## src/rtl/wb_arb_pkg.sv

```systemverilog
// Shared codes for the writeback arbiter: mux selects, issue kinds, slot states.
// Latency: n/a (types and constants only). Backpressure: n/a.
package wb_arb_pkg;

    localparam logic [2:0] SEL_ALU   = 3'b000;
    localparam logic [2:0] SEL_LB    = 3'b001;
    localparam logic [2:0] SEL_LW    = 3'b010;
    localparam logic [2:0] SEL_PC    = 3'b011;
    localparam logic [2:0] SEL_MUL   = 3'b100;
    localparam logic [2:0] SEL_PC4   = 3'b101;
    localparam logic [2:0] SEL_LUI   = 3'b110;
    localparam logic [2:0] SEL_AUIPC = 3'b111;

    typedef enum logic [1:0] {
        KIND_SIMPLE = 2'b00,
        KIND_LOAD   = 2'b01,
        KIND_MUL    = 2'b10,
        KIND_ILL    = 2'b11
    } kind_e;

    typedef enum logic [1:0] {
        SLOT_IDLE = 2'b00,
        SLOT_WAIT = 2'b01,
        SLOT_DONE = 2'b10
    } slot_state_e;

    // Mul ignores sel, so any value is legal for it.
    function automatic logic sel_legal(input logic [1:0] kind, input logic [2:0] sel);
        case (kind)
            KIND_SIMPLE: sel_legal = (sel == SEL_ALU) || (sel == SEL_PC) || (sel == SEL_PC4) ||
                                     (sel == SEL_LUI) || (sel == SEL_AUIPC);
            KIND_LOAD:   sel_legal = (sel == SEL_LB) || (sel == SEL_LW);
            KIND_MUL:    sel_legal = 1'b1;
            default:     sel_legal = 1'b0;
        endcase
    endfunction

endpackage

```

## src/rtl/wb_slot.sv

```systemverilog
// One scoreboard slot (IDLE/WAIT/DONE) holding a pending rd/sel plus its hazard compare.
// Latency: state updates on the next edge; req/hazard are combinational.
// Backpressure: a slot whose write loses arbitration parks in DONE until granted.
module wb_slot
    import wb_arb_pkg::*;
#(
    parameter int SEL_W = 3,
    parameter int RD_W  = 5
) (
    input  logic             clk,
    input  logic             rst_n,
    input  logic             issue,
    input  logic [RD_W-1:0]  issue_rd,
    input  logic [SEL_W-1:0] issue_sel,
    input  logic             done,
    input  logic             grant,
    input  logic [RD_W-1:0]  chk_rs1,
    input  logic [RD_W-1:0]  chk_rs2,
    input  logic [RD_W-1:0]  chk_rd,
    output logic             active,
    output logic             in_done,
    output logic             req,
    output logic             hazard,
    output logic [RD_W-1:0]  slot_rd,
    output logic [SEL_W-1:0] slot_sel
);

    slot_state_e state, state_nxt;

    always_ff @(posedge clk or negedge rst_n) begin
        if (!rst_n) begin
            state    <= SLOT_IDLE;
            slot_rd  <= '0;
            slot_sel <= '0;
        end else begin
            state <= state_nxt;
            if (issue) begin
                slot_rd  <= issue_rd;
                slot_sel <= issue_sel;
            end
        end
    end

    always_comb begin
        state_nxt = state;
        case (state)
            SLOT_IDLE: if (issue) state_nxt = SLOT_WAIT;
            SLOT_WAIT: if (done)  state_nxt = grant ? SLOT_IDLE : SLOT_DONE;
            SLOT_DONE: if (grant) state_nxt = SLOT_IDLE;
            default:              state_nxt = SLOT_IDLE;
        endcase
    end

    assign active  = (state != SLOT_IDLE);
    assign in_done = (state == SLOT_DONE);
    // Done pulses outside WAIT never raise a request.
    assign req     = in_done || (done && (state == SLOT_WAIT));

    assign hazard = active && (((chk_rs1 != '0) && (chk_rs1 == slot_rd)) ||
                               ((chk_rs2 != '0) && (chk_rs2 == slot_rd)) ||
                               ((chk_rd  != '0) && (chk_rd  == slot_rd)));

endmodule

```

## src/rtl/wb_port_arbiter.sv

```systemverilog
// Single register-file write port arbiter with LD/MUL scoreboard; optional err via WB_ARB_ERR_EN.
// Latency: write registered one cycle after the winning request or accepted simple issue.
// Backpressure: iss_ready drops on pending done traffic, hazards, or busy target unit.
module wb_port_arbiter
    import wb_arb_pkg::*;
#(
    parameter int SEL_W = 3,
    parameter int RD_W  = 5
) (
    input  logic             clk,
    input  logic             rst_n,
    input  logic             iss_valid,
    input  logic [1:0]       iss_kind,
    input  logic [SEL_W-1:0] iss_sel,
    input  logic [RD_W-1:0]  iss_rd,
    input  logic [RD_W-1:0]  iss_rs1,
    input  logic [RD_W-1:0]  iss_rs2,
    output logic             iss_ready,
    input  logic             ld_done,
    input  logic             mul_done,
    output logic             wb_we,
    output logic [SEL_W-1:0] wb_sel,
    output logic [RD_W-1:0]  wb_rd,
    output logic             busy
`ifdef WB_ARB_ERR_EN
    ,
    output logic             err
`endif
);

    logic             ld_active, ld_in_done, ld_req, ld_hz, ld_grant, ld_issue;
    logic             mul_active, mul_in_done, mul_req, mul_hz, mul_grant, mul_issue;
    logic [RD_W-1:0]  ld_rd, mul_rd;
    logic [SEL_W-1:0] ld_sel, mul_sel;
    logic             kind_ld, kind_mul, kind_simple, accept, unit_blk;

    assign kind_ld     = (iss_kind == KIND_LOAD);
    assign kind_mul    = (iss_kind == KIND_MUL);
    // Illegal kind falls through as a simple write with the given sel.
    assign kind_simple = !kind_ld && !kind_mul;

    assign unit_blk  = (kind_ld && ld_active) || (kind_mul && mul_active);
    assign iss_ready = !(ld_in_done || mul_in_done || ld_done || mul_done ||
                         ld_hz || mul_hz || unit_blk);
    assign accept    = iss_valid && iss_ready;

    assign ld_issue  = accept && kind_ld  && (iss_rd != '0);
    assign mul_issue = accept && kind_mul && (iss_rd != '0);

    assign ld_grant  = ld_req;
    assign mul_grant = mul_req && !ld_req;

    assign busy = ld_active || mul_active;

    wb_slot #(.SEL_W(SEL_W), .RD_W(RD_W)) u_ld_slot (
        .clk      (clk),
        .rst_n    (rst_n),
        .issue    (ld_issue),
        .issue_rd (iss_rd),
        .issue_sel(iss_sel),
        .done     (ld_done),
        .grant    (ld_grant),
        .chk_rs1  (iss_rs1),
        .chk_rs2  (iss_rs2),
        .chk_rd   (iss_rd),
        .active   (ld_active),
        .in_done  (ld_in_done),
        .req      (ld_req),
        .hazard   (ld_hz),
        .slot_rd  (ld_rd),
        .slot_sel (ld_sel)
    );

    wb_slot #(.SEL_W(SEL_W), .RD_W(RD_W)) u_mul_slot (
        .clk      (clk),
        .rst_n    (rst_n),
        .issue    (mul_issue),
        .issue_rd (iss_rd),
        .issue_sel(SEL_W'(SEL_MUL)),
        .done     (mul_done),
        .grant    (mul_grant),
        .chk_rs1  (iss_rs1),
        .chk_rs2  (iss_rs2),
        .chk_rd   (iss_rd),
        .active   (mul_active),
        .in_done  (mul_in_done),
        .req      (mul_req),
        .hazard   (mul_hz),
        .slot_rd  (mul_rd),
        .slot_sel (mul_sel)
    );

    // Accepted simple issues only happen with no done traffic, so they never lose.
    always_ff @(posedge clk or negedge rst_n) begin
        if (!rst_n) begin
            wb_we  <= 1'b0;
            wb_sel <= '0;
            wb_rd  <= '0;
        end else if (ld_grant) begin
            wb_we  <= 1'b1;
            wb_sel <= ld_sel;
            wb_rd  <= ld_rd;
        end else if (mul_grant) begin
            wb_we  <= 1'b1;
            wb_sel <= mul_sel;
            wb_rd  <= mul_rd;
        end else if (accept && kind_simple && (iss_rd != '0)) begin
            wb_we  <= 1'b1;
            wb_sel <= iss_sel;
            wb_rd  <= iss_rd;
        end else begin
            wb_we  <= 1'b0;
        end
    end

`ifdef WB_ARB_ERR_EN
    logic err_set;

    assign err_set = (iss_valid && (iss_kind == KIND_ILL)) ||
                     (iss_valid && !sel_legal(iss_kind, 3'(iss_sel))) ||
                     (ld_done  && !(ld_active  && !ld_in_done)) ||
                     (mul_done && !(mul_active && !mul_in_done));

    always_ff @(posedge clk or negedge rst_n) begin
        if (!rst_n)       err <= 1'b0;
        else if (err_set) err <= 1'b1;
    end
`endif

endmodule
```

## config.mk

```make
export PLATFORM = sky130hd
export DESIGN_NAME = wb_port_arbiter
export DESIGN_NICKNAME = d
export VERILOG_FILES = /design/src/rtl/wb_arb_pkg.sv /design/src/rtl/wb_slot.sv /design/src/rtl/wb_port_arbiter.sv
export SDC_FILE = /design/constraint.sdc
export NUM_CORES = 1
export LEC_CHECK = 0
export BUFFER_PORTS_ARGS = -buffer_cell sky130_fd_sc_hd__buf_4
export CORE_MARGIN = 5
export CORE_UTILIZATION = 40
export DETAILED_ROUTE_END_ITERATION = 10
export REMOVE_ABC_BUFFERS = 1
export SLEW_MARGIN = 25
export SYNTH_ARGS = -nofsm -noshare
export SYNTH_HDL_FRONTEND = slang
export SYNTH_SLANG_ARGS = --single-unit
export TNS_END_PERCENT = 50
```

## constraint.sdc

```tcl
create_clock -name clk -period 5.05 [get_ports clk]
set_clock_uncertainty 0.1 [all_clocks]
set_input_delay 0.2525 -clock clk [delete_from_list [all_inputs] [get_ports clk]]
set_output_delay 0.2525 -clock clk [all_outputs]
set_load 0.01 [all_outputs]
```

==> metrics.txt <==
outcome finished clean; Post-Place Setup Slack 2240 ps; Worst EP arrival about 2700 ps; Port Buffers 35; Die W between 70 and 80 um; core area 4030 um2; DR iter-0 viols 63; CTS tree built; Synth warnings 0; Area after DPL 1990 um2; post-DP HPWL 3.03 mm; Reg-to-Reg Start u_mul_slot.slot_rd[3]; remaining antenna violation count 0; vias in the first global route 1427; WS Path Type flop to flop; maximum root-to-sink buffer count 2; flops & latches, synth 27; Clock Sinks 27; Comb power frac 29.0%; largest net degree at the start of global routing 28; Sw Share 31.2%; Crit Path Max Fanout 9; Layout area overhead 21.2%; PwrDens 288 nW/um2; post-synthesis sequential area ratio 40.1%; first-pass GRT wire length about 6.9 mm; worst relative slew slack 57.3%; Worst Path Required between 5000 and 6000 ps; drt pass-1 iters 4; # rows 23; root buffer cell clkbuf_8; Fill cells 387; initial antenna violation count 0; critical hold path startpoint ld_done; RR Endpoint wb_rd[3]; die area 5610 um2; nets@finish 223; Worst path max stage delay 520 ps; setup ws final ~2400 ps; crit start category flop; # DRC 0; Worst-Skew Late Latency 270 ps; I/O pins 36; number of max-cap violations 0; Final Hold Vio Count 0; total length of routed wires 4.08 mm; R2R cell count 7; Max VDD drop ~0.00013 V; internal power about 400 uW; Placer Congestion around 0.84; ant diodes 0; Die Y approximately 75 um; GRT Total Usage between 15 and 20%; Hold EP u_ld_slot.state[0]; drt wl/cell around 17 um; Pleak 0.935 nW; Max Slew Vio Count 0; total gr overflow 0; Mapped Cells 159; Reg clk slew, reported paths 90 ps; share of layout cells above drive strength 1 between 30% and 40%; Worst path slowest cell a311oi_4; total CTS buffers 3; measured slew at the worst slew-check pin 641 ps; Clock Power Share 20.4%; sw power 184 uW; sequential power share 50.6%; Crit. End Element flop; post-CTS resize count 0; fmax 373 MHz; total via count in the routed design 1298; worst-path cell chain xnor2_1 -> nand3_1 -> nor4_1 -> o32ai_1 -> and3_1 -> a311oi_4 -> mux2_2; Synth Area per Inst 10.6 um2; final setup fails 0; Cell variety after synth a little over 40; RSZ-0062 raised after global routing false; Tmin final 2680 ps; Total Neg Setup Slack 0 ps; design area 2040 um2; setup slack, reg-to-reg around 2400 ps; type of the tightest min-delay check input port to flop; post-DR vias/cell 5.30; fin crit share 53.1%; Mapped Area 1680 um2; H-tree Lvls 1; Starting Density 41.8%; hold path depth 2
-- final cells by class --
cell class,instances,area (um2),area share (%)
clock buffers,3,41.3,2.02
clock inverters,1,5.00,0.245
inverters,10,37.5,1.84
multi-input cells,117,940,46.0
flip-flops and latches,27,676,33.1
well taps,50,62.6,3.06
repair buffers,37,280,13.7
-- cells by family after synthesis --
logic type / Yosys count / share of synthesized area (%)
XOR/XNOR: 30 / 15.6
adder cells (fa/ha/maj): 2 / 1.49
buffers and inverters: 15 / 4.09
flip-flops: 27 / 40.1
multiplexers: 24 / 15.6
AND/OR/NAND/NOR: 37 / 12.2
other: 1 / 0.223
AO/OA/AOI/OAI: 23 / 10.7
-- flip-flops by register name, indices dropped and copies added, names as in the netlist --
register             count
u_ld_slot.slot_sel       3
u_mul_slot.slot_sel      1
u_mul_slot.slot_rd       5
u_ld_slot.state          2
u_ld_slot.slot_rd        5
u_mul_slot.state         2
wb_sel                   3
wb_we                    1
wb_rd                    5
-- power by group through the flow --
stage	sequential (mW)	combinational, mW	clock, mW
2_1_floorplan	0.292	0.104	0
3_3_place_gp	0.300	0.168	0
3_5_place_dp	0.301	0.171	0
4_1_cts	0.297	0.173	0.127
5_1_grt	0.303	0.190	0.137
6_report	0.298	0.171	0.120
-- cell usage in the layout (no fill, tap or decap), types with 3 or more instances in the layout --
master and instances:
buf_4 36, nor2_1 4, dfrtp_1 27, nor3_1 3
nand2_1 7, mux2_2 18, o21ai_0 7, clkbuf_8 3
nand3_1 5, xor2_1 15, mux2i_1 6, or4_1 3
xnor2_1 15, nor4_1 5, inv_1 10
-- Yosys cell counts --
master,n,area (um2)
a311oi_4,1,26.3
o21bai_1,1,7.51
ha_1,2,25.0
a41oi_1,2,17.5
o22ai_1,1,6.26
mux2_2,18,203
a31o_2,1,8.76
or2_2,1,6.26
and2_0,1,6.26
nand3_2,1,10.0
a41o_1,1,10.0
xnor2_1,15,131
nand2_1,7,26.3
buf_6,1,11.3
nand2b_1,1,6.26
and4_1,1,8.76
mux2i_1,6,60.1
buf_4,1,7.51
xor2_1,15,131
a21oi_1,2,10.0
nand3_1,5,25.0
and3_1,2,12.5
nor2b_1,1,6.26
conb_1,1,3.75
o21ai_2,1,8.76
nor3_1,3,15.0
o32ai_1,1,8.76
o2111ai_1,1,8.76
and3_2,1,7.51
or4_1,3,22.5
dfrtp_1,27,676
clkbuf_2,1,5.00
and2_1,1,6.26
inv_1,10,37.5
clkbuf_1,2,7.51
a22o_1,1,8.76
a21boi_0,2,15.0
o21ai_0,7,35.0
a2bb2oi_1,1,8.76
nor2_1,4,15.0
nor4_1,5,31.3
-- metal layers --
layer,part of all wire [%],GRT usage [%],vias up
li1,-,-,630
met1,48,22.1,638
met2,47,25.4,26
met3,3.9,2.27,4
met4,1.3,5.53,0
met5,0,0,-
-- per-stage QoR --
step,hold WS [ps],total power [mW],utilization (%),instances
after global routing,89.9,0.630,50.7,245
after global placement,84.7,0.468,49.3,240
after CTS,77.7,0.597,50.7,245
final,82.9,0.589,50.7,245
after detailed placement,88.1,0.472,49.3,240
after floorplan,-143,0.397,-,154
-- critical path: cells and delay by family, from the launching register on --
kind	cells	cell delay [ps]
xor gates and xnor gates	1	210
AOI/OAI and AO/OA	2	670
DFF	1	490
muxes	1	390
and+or+nand+nor	3	710
-- worst max path at each step --
stage / start / endpoint / slack (ps) / cells past startpoint
floorplan: iss_rs1[1] / u_mul_slot.slot_rd[0] / 2580 / 7
global placement: iss_rs1[1] / u_mul_slot.slot_rd[1] / 2260 / 8
detailed placement: iss_rs2[1] / u_mul_slot.slot_rd[2] / 2240 / 8
CTS: u_mul_slot.slot_rd[3] / wb_rd[4] / 2370 / 7
global route: u_ld_slot.slot_rd[2] / wb_rd[4] / 2110 / 7
finish: u_mul_slot.slot_rd[3] / wb_rd[3] / 2370 / 7
-- what timing repair did --
action                    4_1_cts  5_1_grt
hold endpoints to repair       27        0
hold buffers                    1        0
setup buffers                   0        0
Note: power is estimated with default switching activity, not from simulation.
